`src/rtl/seq_det_pkg.sv`:
```
// seq_det_pkg: shared types and constants for the sequence-detector scheduler.
// FSM state encoding, byte width and tag field widths.
package seq_det_pkg;

    typedef enum logic [1:0] {
        IDLE  = 2'd0,
        DRAIN = 2'd1,
        CLR   = 2'd2,
        SHIFT = 2'd3
    } state_t;

    localparam int BYTE_W    = 8;
    localparam int BIT_CNT_W = 3;
    localparam int TAG_VLD_W = 1;
    localparam int TAG_OWN_W = 3;

endpackage

```
`src/rtl/seq_det_ser.sv`:
```
// seq_det_ser: 8-bit load/shift serializer, MSB first.
// ser_vld is high for exactly BYTE_W cycles after a load; last_bit flags the final one.
module seq_det_ser
    import seq_det_pkg::*;
(
    input  logic              clk,
    input  logic              rst_n,
    input  logic              load,
    input  logic [BYTE_W-1:0] din,
    output logic              ser_out,
    output logic              ser_vld,
    output logic              last_bit
);

    logic [BYTE_W-1:0]    shreg_p0;
    logic [BIT_CNT_W-1:0] bit_cnt;
    logic                 vld_p0;

    // Data shift register: take the new byte on load, shift left while a byte is in flight
    always_ff @(posedge clk) begin
        if (load)
            shreg_p0 <= din;
        else if (vld_p0)
            shreg_p0 <= {shreg_p0[BYTE_W-2:0], 1'b0};
    end

    // Control: valid flag and bit counter, valid drops after the eighth bit
    always_ff @(posedge clk or negedge rst_n) begin
        if (!rst_n) begin
            vld_p0  <= 1'b0;
            bit_cnt <= '0;
        end else if (load) begin
            vld_p0  <= 1'b1;
            bit_cnt <= '0;
        end else if (vld_p0) begin
            bit_cnt <= bit_cnt + 1'b1;
            if (last_bit)
                vld_p0 <= 1'b0;
        end
    end

    assign ser_vld  = vld_p0;
    assign ser_out  = vld_p0 & shreg_p0[BYTE_W-1];
    assign last_bit = vld_p0 && (bit_cnt == BIT_CNT_W'(BYTE_W - 1));

endmodule

```
`src/rtl/seq_det_sched.sv`:
```
// seq_det_sched: round-robin scheduler sharing one serial sequence detector
// between NREQ byte-wide requesters, with per-requester hit attribution.
// Build option: define HIT_SAT_EN to make hit counters saturate instead of wrap.
module seq_det_sched
    import seq_det_pkg::*;
#(
    parameter int NREQ    = 2,
    parameter int DET_LAT = 1,
    parameter int CNT_W   = 8
) (
    input  logic                  clk,
    input  logic                  rst_n,
    input  logic [NREQ-1:0]       req,
    input  logic [NREQ*8-1:0]     byte_in,
    output logic [NREQ-1:0]       ack,
    output logic                  ser_out,
    output logic                  ser_vld,
    output logic                  det_clr,
    input  logic                  det_hit,
    input  logic                  cnt_clr,
    output logic [NREQ*CNT_W-1:0] hit_cnt,
    output logic                  stray_hit,
    output logic                  busy
);

    state_t               state;
    logic [TAG_OWN_W-1:0] ptr;
    logic [TAG_OWN_W-1:0] g;
    logic [TAG_OWN_W-1:0] g_sel;
    logic [TAG_OWN_W-1:0] idx;
    logic [TAG_OWN_W-1:0] last_owner;
    logic                 last_vld;
    logic                 any_req;
    logic                 same_owner;
    logic                 pipe_empty;
    logic                 ser_load;
    logic                 ser_last;
    logic [BYTE_W-1:0]    byte_sel;
    logic [BYTE_W-1:0]    byte_q;
    logic [BYTE_W-1:0]    ser_din;
    logic [DET_LAT-1:0]   tag_vld;
    logic [TAG_OWN_W-1:0] tag_own [DET_LAT];
    logic [CNT_W-1:0]     cnt     [NREQ];

    function automatic logic [CNT_W-1:0] cnt_inc(input logic [CNT_W-1:0] c);
`ifdef HIT_SAT_EN
        return (c == '1) ? c : c + 1'b1;
`else
        return c + 1'b1;
`endif
    endfunction

    // Round-robin search: lowest offset from ptr with req high wins
    always_comb begin
        any_req = 1'b0;
        g_sel   = '0;
        idx     = '0;
        for (int i = NREQ - 1; i >= 0; i--) begin
            idx = (int'(ptr) + i >= NREQ) ? TAG_OWN_W'(int'(ptr) + i - NREQ)
                                          : TAG_OWN_W'(int'(ptr) + i);
            if (req[idx]) begin
                any_req = 1'b1;
                g_sel   = idx;
            end
        end
    end

    assign byte_sel   = byte_in[BYTE_W*int'(g_sel) +: BYTE_W];
    assign same_owner = last_vld && (g_sel == last_owner);
    assign pipe_empty = ~|tag_vld;
    assign ser_load   = ((state == IDLE) && any_req && same_owner) || (state == CLR);
    assign ser_din    = (state == IDLE) ? byte_sel : byte_q;

    // Scheduler FSM: grant, drain old owner's tags, clear detector, shift the byte
    always_ff @(posedge clk or negedge rst_n) begin
        if (!rst_n) begin
            state      <= IDLE;
            ptr        <= '0;
            g          <= '0;
            last_owner <= '0;
            last_vld   <= 1'b0;
            ack        <= '0;
            det_clr    <= 1'b0;
            busy       <= 1'b0;
        end else begin
            ack     <= '0;
            det_clr <= 1'b0;
            case (state)
                IDLE: begin
                    if (any_req) begin
                        g          <= g_sel;
                        ack[g_sel] <= 1'b1;
                        ptr        <= (g_sel == TAG_OWN_W'(NREQ - 1)) ? '0 : g_sel + 1'b1;
                        busy       <= 1'b1;
                        if (same_owner) begin
                            state <= SHIFT;
                        end else if (pipe_empty) begin
                            state   <= CLR;
                            det_clr <= 1'b1;
                        end else begin
                            state <= DRAIN;
                        end
                    end
                end
                DRAIN: begin
                    if (pipe_empty) begin
                        state   <= CLR;
                        det_clr <= 1'b1;
                    end
                end
                CLR: begin
                    last_owner <= g;
                    last_vld   <= 1'b1;
                    state      <= SHIFT;
                end
                SHIFT: begin
                    if (ser_last) begin
                        state <= IDLE;
                        busy  <= 1'b0;
                    end
                end
                default: state <= IDLE;
            endcase
        end
    end

    // Granted byte holding register, used when the load is delayed by DRAIN/CLR
    always_ff @(posedge clk) begin
        if ((state == IDLE) && any_req)
            byte_q <= byte_sel;
    end

    seq_det_ser u_ser (
        .clk      (clk),
        .rst_n    (rst_n),
        .load     (ser_load),
        .din      (ser_din),
        .ser_out  (ser_out),
        .ser_vld  (ser_vld),
        .last_bit (ser_last)
    );

    // Tag pipeline valid bits, aligned with the detector latency
    always_ff @(posedge clk or negedge rst_n) begin
        if (!rst_n) begin
            tag_vld <= '0;
        end else begin
            tag_vld[0] <= ser_vld;
            for (int k = 1; k < DET_LAT; k++)
                tag_vld[k] <= tag_vld[k-1];
        end
    end

    // Tag pipeline owner fields travel alongside the valid bits
    always_ff @(posedge clk) begin
        tag_own[0] <= g;
        for (int k = 1; k < DET_LAT; k++)
            tag_own[k] <= tag_own[k-1];
    end

    // Hit attribution: count to the tagged owner, flag hits without a valid tag
    always_ff @(posedge clk or negedge rst_n) begin
        if (!rst_n) begin
            for (int k = 0; k < NREQ; k++)
                cnt[k] <= '0;
            stray_hit <= 1'b0;
        end else begin
            if (det_hit && !tag_vld[DET_LAT-1])
                stray_hit <= 1'b1;
            for (int k = 0; k < NREQ; k++) begin
                if (cnt_clr)
                    cnt[k] <= '0;
                else if (det_hit && tag_vld[DET_LAT-1] &&
                         (tag_own[DET_LAT-1] == TAG_OWN_W'(k)))
                    cnt[k] <= cnt_inc(cnt[k]);
            end
        end
    end

    for (genvar k = 0; k < NREQ; k++) begin : g_cnt_out
        assign hit_cnt[CNT_W*k +: CNT_W] = cnt[k];
    end

endmodule

```
`config.mk`:
```
export PLATFORM = sky130hd
export DESIGN_NAME = seq_det_sched
export DESIGN_NICKNAME = d
export VERILOG_FILES = /design/src/rtl/seq_det_pkg.sv /design/src/rtl/seq_det_ser.sv /design/src/rtl/seq_det_sched.sv
export SDC_FILE = /design/constraint.sdc
export NUM_CORES = 1
export LEC_CHECK = 0
export ABC_AREA = 1
export CAP_MARGIN = 5
export CORE_ASPECT_RATIO = 0.6
export CORE_MARGIN = 1.5
export CORE_UTILIZATION = 35
export DETAILED_ROUTE_END_ITERATION = 7
export PLACE_DENSITY = 0.65
export SETUP_SLACK_MARGIN = 0.3
export SYNTH_ARGS = -nofsm -noshare
export SYNTH_HDL_FRONTEND = slang
export SYNTH_SLANG_ARGS = --single-unit
export TNS_END_PERCENT = 100
```
`constraint.sdc`:
```
create_clock -name clk -period 2.52 [get_ports clk]
set_clock_uncertainty 0.15 [all_clocks]
set_input_delay 0.504 -clock clk [delete_from_list [all_inputs] [get_ports clk]]
set_output_delay 0.504 -clock clk [all_outputs]
set_load 0.005 [all_outputs]
```
### Word-level counts from Yosys, hierarchy flattened

Memories as Yosys holds them, arrays and structs flattened.
Cells that the tools add are included.

| cells by class | value |
|---|---|
| add/subtract/negate cells | 7 |
| $mul | 0 |
| div/mod/pow operators | 0 |
| magnitude comparators | 6 |
| equal/unequal tests | 10 |
| shift operators | 1 |
| multiplexer cells | 40 |
| bitwise operators | 1 |
| reduce and logical (&&, ||, !) cells | 20 |

Operator list:

| operator | count |
|---|---|
| $mux 8 | 7 |
| $mux 3 | 7 |
| $add 8x1->8 const B | 2 |
| $shiftx 16x7->8 | 1 |
| $mux 1 | 15 |
| $mux 2 | 7 |
| $logic_and 1x1->1 | 9 |
| $lt 3x2->1 const B | 3 |
| $pmux 2 s4 | 1 |
| $reduce_bool 2->1 | 4 |
| $add 3x1->3 const B | 2 |
| $eq 3x1->1 const B | 2 |
| $ne 2x2->1 const B | 3 |
| $reduce_and 3->1 | 2 |
| $add 3x1->4 const B | 1 |
| $eq 2x2->1 const B | 2 |
| $ge 4x2->1 const B | 1 |
| $pmux 1 s2 | 2 |
| $eq 3x3->1 | 1 |
| $eq 3x3->1 const B | 1 |
| $ge 3x1->1 const B | 1 |
| $ge 3x2->1 const B | 1 |
| $logic_not 3->1 | 1 |
| $sub 3x2->3 const B | 1 |
| other kinds (8) | 8 |

| storage, ports and cells | value |
|---|---|
| register bits | 54 |
| bits in latches | 0 |
| bits in writable memories | 3 |
| ROM bits | 0 |
| output and inout port bits | 23 |
| memories kept | 1 |

Memory list:

| memory | depth | bits a word | rd ports | clocked after memory_dff | write ports | line | RTL |
|---|---|---|---|---|---|---|---|
| tag_own | 1 | 3 | 1 | 0 | 1 | seq_det_sched.sv:42 | `logic [TAG_OWN_W-1:0] tag_own [DET_LAT];` |

### Logic depth before layout (Yosys ltp)

Gate-level depths: netlist of run 1.

| logic depth | value |
|---|---|
| word-level depth | 13 |
| depth in mapped cells | 16 |
| gate-level depth less buffers | 15 |

### Hierarchy

From an unflattened synthesis of run 1, not the netlist that was laid out.

| unflattened totals | value |
|---|---|
| cell total of the unflattened synthesis | 362 |
| area, all modules | 2956.6 um2 |

By module, submodules not included:

| module | instances | cells each | area an instance (um2) | seq. area each (um2) |
|---|---|---|---|---|
| seq_det_sched | 1 | 303 | 2381.0 | 1151.1 |
| seq_det_ser | 1 | 59 | 575.6 | 340.3 |

### Worst setup path after synthesis of run 1

OpenSTA, ideal clock, no wires.

| timing | value |
|---|---|
| path type | flip-flop to flip-flop |
| from | reg state[0] |
| to | reg u_ser.shreg_p0[0] (enable) |
| setup time | 329 ps |
| arrival | 1821 ps |
| path slack | 220 ps |
| cell stages (with the launch flop) | 9 |
| buffers on the path | 0 |
| period minus slack after synthesis | 2300 ps |
| cells stage by stage | dfrtp_1 inv_1 ha_1 inv_2 nor2_2 nand3_4 nand2_2 inv_1 nand2_1 |

| between the ends | value |
|---|---|
| word-level cells in the longest chain between the ends | 5 |
| elaborated cells between the ends (all ways) | 6 |
| classes of those cells | 1 x eq/ne; 5 x reduce/logical |

Ends and longest elaborated chain:

| item | line | RTL |
|---|---|---|
| start: declaration | seq_det_sched.sv:26 | `state_t state;` |
| start signal: assignment | seq_det_sched.sv:77 | `state <= IDLE;` |
| start signal: assignment | seq_det_sched.sv:96 | `state <= SHIFT;` |
| start signal: assignment | seq_det_sched.sv:98 | `state <= CLR;` |
| $logic_not 2->1 | seq_det_sched.sv:71 | `assign ser_load = ((state == IDLE) && any_req && same_owner) \|\| (state == CLR);` |
| $logic_and 1x1->1 (2 in series) | seq_det_sched.sv:71 |  |
| $logic_or 1x1->1 (*) | seq_det_sched.sv:71 |  |
| $reduce_bool 2->1 (no line) (*) | -- |  |
| end signal: assignment | seq_det_ser.sv:22 | `shreg_p0 <= din;` |
| end signal: assignment | seq_det_ser.sv:24 | `shreg_p0 <= {shreg_p0[BYTE_W-2:0], 1'b0};` |
| end: declaration | seq_det_ser.sv:15 | `logic [BYTE_W-1:0] shreg_p0;` |

Every way passes the cells marked *; elsewhere a longest branch is shown, timed or not.
A chain may end at the register's enable or synchronous reset.

### Worst setup path after layout of run 1

| timing | value |
|---|---|
| from | reg ptr[0] |
| to | reg u_ser.shreg_p0[6], data pin |

| between the ends | value |
|---|---|
| word-level cells in the longest chain between the ends | 12 |
| elaborated cells between the ends (all ways) | 23 |
| classes of those cells | 3 x add/sub; 2 x order compare; 1 x eq/ne; 1 x shift; 12 x mux; 4 x reduce/logical |

Ends and longest elaborated chain:

| item | line | RTL |
|---|---|---|
| start: declaration | seq_det_sched.sv:27 | `logic [TAG_OWN_W-1:0] ptr;` |
| start signal: assignment | seq_det_sched.sv:93 | `ptr <= (g_sel == TAG_OWN_W'(NREQ - 1)) ? '0 : g_sel + 1'b1;` |
| parallel branches: the longest is 11 deep, another holds $add 3x1->4 | -- |  |
| $mux 8 (*) | seq_det_ser.sv:21 | `if (load)` |

Mark *: on every way between the ends. The select of a mux whose other input is x is not followed.

==> results of run 1 <==
## worst reg2reg max path, stage by stage (launching register included)
cell and delay (ns):
dfrtp_2 0.44, ha_2 0.20, inv_2 0.06, nand2_2 0.06, nand2_2 0.07, nand2_2 0.06
nand2_1 0.05, nand2_1 0.06, nand2_2 0.12, nand2_4 0.11, nand2_4 0.08, nand2_4 0.06
nand3_4 0.07, nand2_2 0.07, buf_6 0.14, nand2_1 0.07, nand2_1 0.05
## sequential cells by signal (all words and copies together) (netlist names), 3 cells and up
register	flops
u_ser.shreg_p0	8
g	3
last_owner	3
hit_cnt	16
u_ser.bit_cnt	3
tag_own	3
byte_q	8
ptr	3
## repair_timing
item / 4_1_cts / 5_1_grt
cloned: 1 / 0
resized for setup: 2 / 30
setup buffers: 2 / 9
endpoints found under the setup margin: 15 / 26
pin swaps: 1 / 5
## power by group through the flow
stage	Combinational (mW)	Sequential, mW	Clock (mW)
final	1.97	1.47	1.20
after global routing	2.23	1.51	1.27
after CTS	1.72	1.47	1.23
after detailed placement	1.66	1.48	0
after global placement	1.62	1.47	0
after floorplan	1.19	1.43	0
## logic make-up (layout without fill, tap and decap cells)
group | Yosys count | in the layout | synth area share (%)
flops | 57 | 57 | 51.0
compound gates | 41 | 41 | 7.53
mux | 2 | 2 | 0.685
simple gates | 184 | 185 | 28.3
fa+ha+maj | 10 | 10 | 4.28
buf+inv | 55 | 131 | 7.32
xor+xnor | 3 | 3 | 0.899
## metal layers
metal / share of wire [%] / up-vias / GRT usage [%]
met2: 42 / 68 / 22.3
met3: 6.5 / 8 / 6.52
met1: 50 / 1136 / 21.7
met5: 0 / - / 0
li1: - / 1273 / -
met4: 1.2 / 0 / 5.88
## cell type report
| cell class | count | area, µm² | area share (%) |
|---|---|---|---|
| clock buffer | 11 | 243 | 6.02 |
| clock inverter | 5 | 52.6 | 1.30 |
| inverter | 50 | 188 | 4.66 |
| multi-input combinational | 241 | 1320 | 32.6 |
| sequential | 57 | 1490 | 37.1 |
| tap | 108 | 135 | 3.35 |
| timing repair buffer | 65 | 603 | 15.0 |
## cell usage in the layout (no fill, tap or decap), types with 2 or more instances in the layout
| cell | count |
|---|---|
| inv_4 | 2 |
| nor3_2 | 2 |
| clkbuf_16 | 9 |
| nor2_2 | 2 |
| and3_1 | 2 |
| inv_1 | 42 |
| buf_6 | 2 |
| nor3_1 | 6 |
| clkdlybuf4s50_1 | 42 |
| dfrtp_2 | 2 |
| nand2_1 | 99 |
| nor2_4 | 6 |
| nor2_1 | 31 |
| nand3_1 | 15 |
| mux2i_1 | 2 |
| ha_2 | 2 |
| nand2_4 | 5 |
| dfxtp_1 | 3 |
| o21ai_0 | 17 |
| buf_4 | 19 |
| a21oi_2 | 2 |
| nand2_2 | 9 |
| nand3_2 | 5 |
| inv_2 | 7 |
| ha_1 | 7 |
| a21oi_1 | 9 |
| dfrtp_1 | 36 |
| clkinv_2 | 2 |
| o21ai_1 | 7 |
| edfxtp_1 | 16 |
| xnor2_1 | 2 |
## path summary, 6_finish.rpt
| kind | from | end | slack, ns | cells after the start |
|---|---|---|---|---|
| worst max-delay path | ptr[0]$_DFFE_PN0P_ | u_ser.shreg_p0[6]$_DFFE_PP_ | 0.35 | 16 |
| worst min register to register | g[2]$_DFFE_PN0P_ | tag_own[0][2]$_DFF_P_ | 0.25 | 0 |
| worst max register to register | ptr[0]$_DFFE_PN0P_ | u_ser.shreg_p0[6]$_DFFE_PP_ | 0.35 | 16 |
| worst min-delay path | rst_n | hit_cnt[8]$_DFFE_PN0P_ | 0.14 | 1 |
| min in group clk | g[2]$_DFFE_PN0P_ | tag_own[0][2]$_DFF_P_ | 0.25 | 0 |
| max in group asynchronous | rst_n | ptr[0]$_DFFE_PN0P_ | 1.47 | 1 |
## stage by stage
stage / instances / utilization [%] / worst slack [ns] / total power [mW] / hold WS, ns
after floorplan: 352 / - / 0.372 / 2.62 / 0.0584
after global placement: 509 / 44.5 / 0.0590 / 3.09 / 0.238
after detailed placement: 509 / 44.5 / -0.0564 / 3.14 / 0.243
after CTS: 528 / 48.5 / 0.318 / 4.42 / 0.166
after global routing: 537 / 50.5 / 0.233 / 5.00 / 0.211
final: 537 / 50.5 / 0.351 / 4.65 / 0.144
==> results by group, run 1 <==
Timing
  • Setup TNS: 0 ns
  • Tmin final: 2.17 ns
  • Least-Margin Pin Slew: 0.876 ns
  • RSZ-0062 raised after global routing: yes
  • Fmax: 461 MHz
  • Final Cycle Share: 86.1%
  • Hold Violations, Final: 0
  • Setup violations, final: 0
  • Final Max Tran Viols: 0
  • Relative slew slack: 41.6%

Pwr
  • Leakage: 1.94 nW
  • Total internal power: 2.89 mW
  • Maximum vdd drop: 0.518 mV
  • Sequential power share: 31.7%
  • Net Sw Power: 1.75 mW
  • PwrDens: 1150 nW/µm²
  • Sw frac: 37.7%
  • Clk pwr share: 25.9%
  • Comb power frac: 42.4%

Critical path
  • Max incr delay on CP: 0.44 ns
  • CP top delay family: simple AND/OR/NAND/NOR gates
  • Crit path kind: flip-flop to flip-flop
  • Slowest CP cell: dfrtp_2
  • Cell mode on critical path: nand2_2
  • CP Buf/Inv Count: 2
  • WP data required: 2.45 ns
  • CP cell instances: ha_2 > inv_2 > nand2_2 > nand2_2 > nand2_2 > nand2_1 > nand2_1 > nand2_2 > nand2_4 > nand2_4 > nand2_4 > nand3_4 > nand2_2 > buf_6 > nand2_1 > nand2_1
  • Crit Path Max Fanout: 8
  • Worst Setup End Kind: flip-flop
  • CP Data Arrival Time: 2.10 ns
  • Worst setup SP type: flip-flop

CTS
  • H-tree depth: 3
  • Clock Path Buffers: 2
  • CTS Root Cell: clkbuf_16
  • Num CTS Buffers: 9
  • CTS tree: done
  • Reg clk slew, reported paths: 0.05 ns
  • CTS Hold Buffers Added: 0
  • Worst skew pair latency: 0.33 ns
  • Clock sinks: 57

Synth
  • Synth top area cells: dfrtp_1, edfxtp_1, nand2_1
  • Distinct cells, synth: 35
  • #FFs+latches synth: 57
  • Async S/R FF share, synth: 66.7%
  • EDFF count, synth: 16
  • Most frequent cell after synthesis: nand2_1
  • Syn Inst Count: 352
  • Yosys warns: 0
  • Area leader, netlist: dfrtp_1
  • Post-Syn Nets: 384
  • Cell Area, Synth: 2920 µm²
  • Post-Syn Area per Cell: 8.31 µm²
  • Sequential-to-total area share from yosys stat: 51.0%
  • Top-area cell type share of the netlist area: 32.5%
  • Synth top cells by count: nand2_1, inv_1, dfrtp_1
  • Main synth FF type: dfrtp_1

Min path
  • Worst Hold Class: input pin to asynchronous set/reset pin

Layout
  • Antenna Diode Count: 0
  • Share of cells above drive strength 1: 19.3%
  • Final #Nets: 456
  • # fillers: 741
  • Final Instance Area: 4030 µm²
  • Layout area overhead: 37.8%

Placed design
  • Routability cong.: 0.812
  • Placement Cell Area: 3550 µm²
  • Port Buffers: 44
  • Dpl hpwl: 4.64 mm

Global route
  • Vias in the first global route: 2,184
  • Largest net degree at the start of global routing: 39
  • GR Overflow Total: 0
  • First-pass GRT wire length: 10.5 mm
  • Antenna violations before repair: 0
  • GRT Total Usage: 15.8%

Detailed routing
  • DRT Pass-1 Iters: 4
  • Vias: 2,485
  • DR iter-0 viols: 185
  • Post-Route WL: 6.69 mm
  • Post-DR wirelength/cell: 12.5 µm
  • Vias per Instance: 4.63
  • Remaining routing DRC violations: 0
  • Antenna Nets Post-Route: 0

Die
  • Initial Utilization: 36.7%
  • Chip Width: 121 µm
  • IO Count: 45
  • Total die area: 8930 µm²
  • Chip height: 73.8 µm
  • Cell Rows: 25
  • CORE AREA: 7980 µm²

Status
  • Status: completed

Job
  • Max Cap Violations: 0
Note: power is estimated with default switching activity, not from simulation.
==> run 2, diff against run 1 <==
--- a/config.mk
+++ b/config.mk
@@ -11,6 +11,7 @@
 export CORE_MARGIN = 1.5
 export CORE_UTILIZATION = 35
 export DETAILED_ROUTE_END_ITERATION = 7
+export GPL_TIMING_DRIVEN = 1
 export PLACE_DENSITY = 0.65
 export SETUP_SLACK_MARGIN = 0.3
 export SYNTH_ARGS = -nofsm -noshare
==> constraint.sdc (replaced) <==
create_clock -name clk -period 2.6 [get_ports clk]
set_clock_uncertainty 0.15 [all_clocks]
set_input_delay 0.52 -clock clk [delete_from_list [all_inputs] [get_ports clk]]
set_output_delay 0.52 -clock clk [all_outputs]
set_load 0.005 [all_outputs]
==> run 2 against run 1 <==
Net effect:
- setup slack better by 0.094 ns
- die area stayed put
- final cell count is 0.93% lower
- global-route usage is 0.53 points higher
- register-to-register slack better by 0.09 ns
- first-iteration DRC count is 42% lower
- final area is 2.7% lower
- critical path depth is 2 lower
- combinational power is 9% lower
- count of clock-buffer cells in the layout is 3 higher
- critical endpoint is now u_ser.shreg_p0[0]$_SDFFCE_PP0P_
==> results by group, run 2 (synthesized netlist as in run 1, its figures left out) <==
Status
  • Status: completed

Critical path
  • CP Launch Point: ptr[1]$_DFFE_PN0P_
  • Worst Setup End Kind: flip-flop
  • CP cell instances: inv_2 > ha_4 > inv_1 > nand3_1 > nand3_1 > nand2_2 > buf_4 > inv_2 > nor2_4 > buf_6 > nand2_1 > nand2_1 > o21ai_1 > nor2_1
  • Crit Path Max Fanout: 5
  • R2R depth: 14
  • WP data required: 2.53 ns
  • CP Data Arrival Time: 2.09 ns
  • Worst R2R Setup Slack: 0.44 ns
  • Max incr delay on CP: 0.40 ns
  • R2r endpoint: u_ser.shreg_p0[0]$_SDFFCE_PP0P_
  • Crit path kind: flip-flop to flip-flop
  • Slowest CP cell: dfrtp_1
  • Crit Reg-Reg Startpoint: ptr[1]$_DFFE_PN0P_
  • Worst setup SP type: flip-flop

CTS
  • CTS Root Cell: clkbuf_16
  • Reg clk slew, reported paths: 0.05 ns
  • H-tree depth: 3
  • CTS Hold Buffers Added: 0
  • CTS tree: done
  • Clock Path Buffers: 2
  • Num CTS Buffers: 9
  • Clock sinks: 57
  • Worst skew pair latency: 0.33 ns

Die
  • IO Count: 45
  • Chip Width: 121 µm
  • Total die area: 8930 µm²
  • Chip height: 73.8 µm
  • CORE AREA: 7980 µm²
  • Initial Utilization: 36.7%
  • Cell Rows: 25

Global route
  • Largest net degree at the start of global routing: 39
  • Vias in the first global route: 2,303
  • First-pass GRT wire length: 10.8 mm
  • GRT Total Usage: 16.4%
  • Antenna violations before repair: 0
  • GR Overflow Total: 0

Layout
  • Largest register FFs: 16
  • Layout area overhead: 34.1%
  • Final #Nets: 451
  • Antenna Diode Count: 0
  • Share of cells above drive strength 1: 15.8%
  • Commonest non-fill, non-tap cell in the layout: nand2_1
  • # fillers: 764
  • Final Core Density: 49.2%
  • Most frequent cells in the layout: nand2_1, inv_1, clkdlybuf4s50_1, dfrtp_1, nor2_1

Pwr
  • Maximum vdd drop: 0.455 mV
  • Leakage: 1.89 nW
  • PwrDens: 1100 nW/µm²

Timing
  • Final Max Tran Viols: 0
  • Setup ws final: 0.445 ns
  • Setup TNS: 0 ns
  • Least-Margin Pin Slew: 0.886 ns
  • Tmin final: 2.16 ns
  • Worst hold slack: 0.164 ns
  • Setup violations, final: 0
  • RSZ-0062 raised after global routing: no
  • Final Cycle Share: 82.9%
  • Relative slew slack: 40.9%
  • Fmax: 464 MHz
  • Hold Violations, Final: 0

Detailed routing
  • Post-Route WL: 6.46 mm
  • Met1 WL: 3.38 mm
  • DR iter-0 viols: 108
  • Met2 routed WL: 2.66 mm
  • Vias: 2,418
  • Post-DR wirelength/cell: 12.1 µm
  • DRT Pass-1 Iters: 4
  • Remaining routing DRC violations: 0
  • Vias per Instance: 4.55
  • Antenna Nets Post-Route: 0
  • Top routing layer used: met4
  • Met3 wire len: 373 µm

Placed design
  • DP Worst Slack: -0.0220 ns
  • Routability cong.: 0.809
  • Port Buffers: 44
  • Dpl hpwl: 4.70 mm

Min path
  • Worst Hold Class: input pin to asynchronous set/reset pin

Job
  • Max Cap Violations: 0
==> run 2: critical path: cells and delay by family, from the launching register on <==
family / cells / cell delay [ns]
flops: 1 / 0.40
simple gates: 7 / 0.54
buf+inv: 5 / 0.53
fa+ha+maj: 1 / 0.22
compound gates: 1 / 0.07
==> run 2: area by class of cell <==
type / instances / area (µm²) / share of cell area (%)
Clock inverter: 2 / 11.3 / 0.287
Timing Repair Buffer: 60 / 564 / 14.4
Multi-Input combinational cell: 241 / 1260 / 32.1
Sequential cell: 57 / 1490 / 38.1
Clock buffer: 14 / 274 / 6.99
Inverter: 50 / 188 / 4.78
Tap cell: 108 / 135 / 3.44
==> run 2: where the power goes <==
| group | leakage (nW) | total (mW) | switching, mW | internal, mW |
|---|---|---|---|---|
| sequential | 0.675 | 1.42 | 0.166 | 1.26 |
| clock | 0.143 | 1.11 | 0.385 | 0.720 |
| combinational | 1.07 | 1.80 | 1.06 | 0.740 |
==> run 2: worst max-delay path by stage <==
| stage | endpoint | cells after the start | slack [ns] |
|---|---|---|---|
| 3_5_place_dp | u_ser.shreg_p0[5]$_DFFE_PP_ | 13 | -0.02 |
| 4_1_cts | u_ser.shreg_p0[0]$_SDFFCE_PP0P_ | 14 | 0.27 |
| 3_3_place_gp | u_ser.shreg_p0[2]$_DFFE_PP_ | 13 | 0.02 |
| 2_1_floorplan | u_ser.shreg_p0[0]$_SDFFCE_PP0P_ | 13 | 0.37 |
| 6_report | u_ser.shreg_p0[0]$_SDFFCE_PP0P_ | 14 | 0.44 |
| 5_1_grt | u_ser.shreg_p0[0]$_SDFFCE_PP0P_ | 14 | 0.28 |
==> run 2: repair_timing <==
| item | 4_1_cts | 5_1_grt |
|---|---|---|
| endpoints found under the setup margin | 9 | 18 |
| pin swaps | 1 | 3 |
| setup buffers | 1 | 3 |
| gates resized for setup | 1 | 15 |
| cloned | 1 | 0 |
==> run 2: metal layers <==
layer	up-vias	global-route usage [%]
li1	1249	-
met1	1109	21.7
met2	56	24.1
met3	4	6.06
met4	0	7.06
met5	-	0
==> run 2: per-stage QoR <==
step	power (mW)	instance area [µm²]	cells
2_1_floorplan	2.54	2930	352
3_3_place_gp	3.03	3560	511
3_5_place_dp	3.08	3560	511
4_1_cts	4.27	3860	529
5_1_grt	4.68	3920	532
6_report	4.33	3920	532
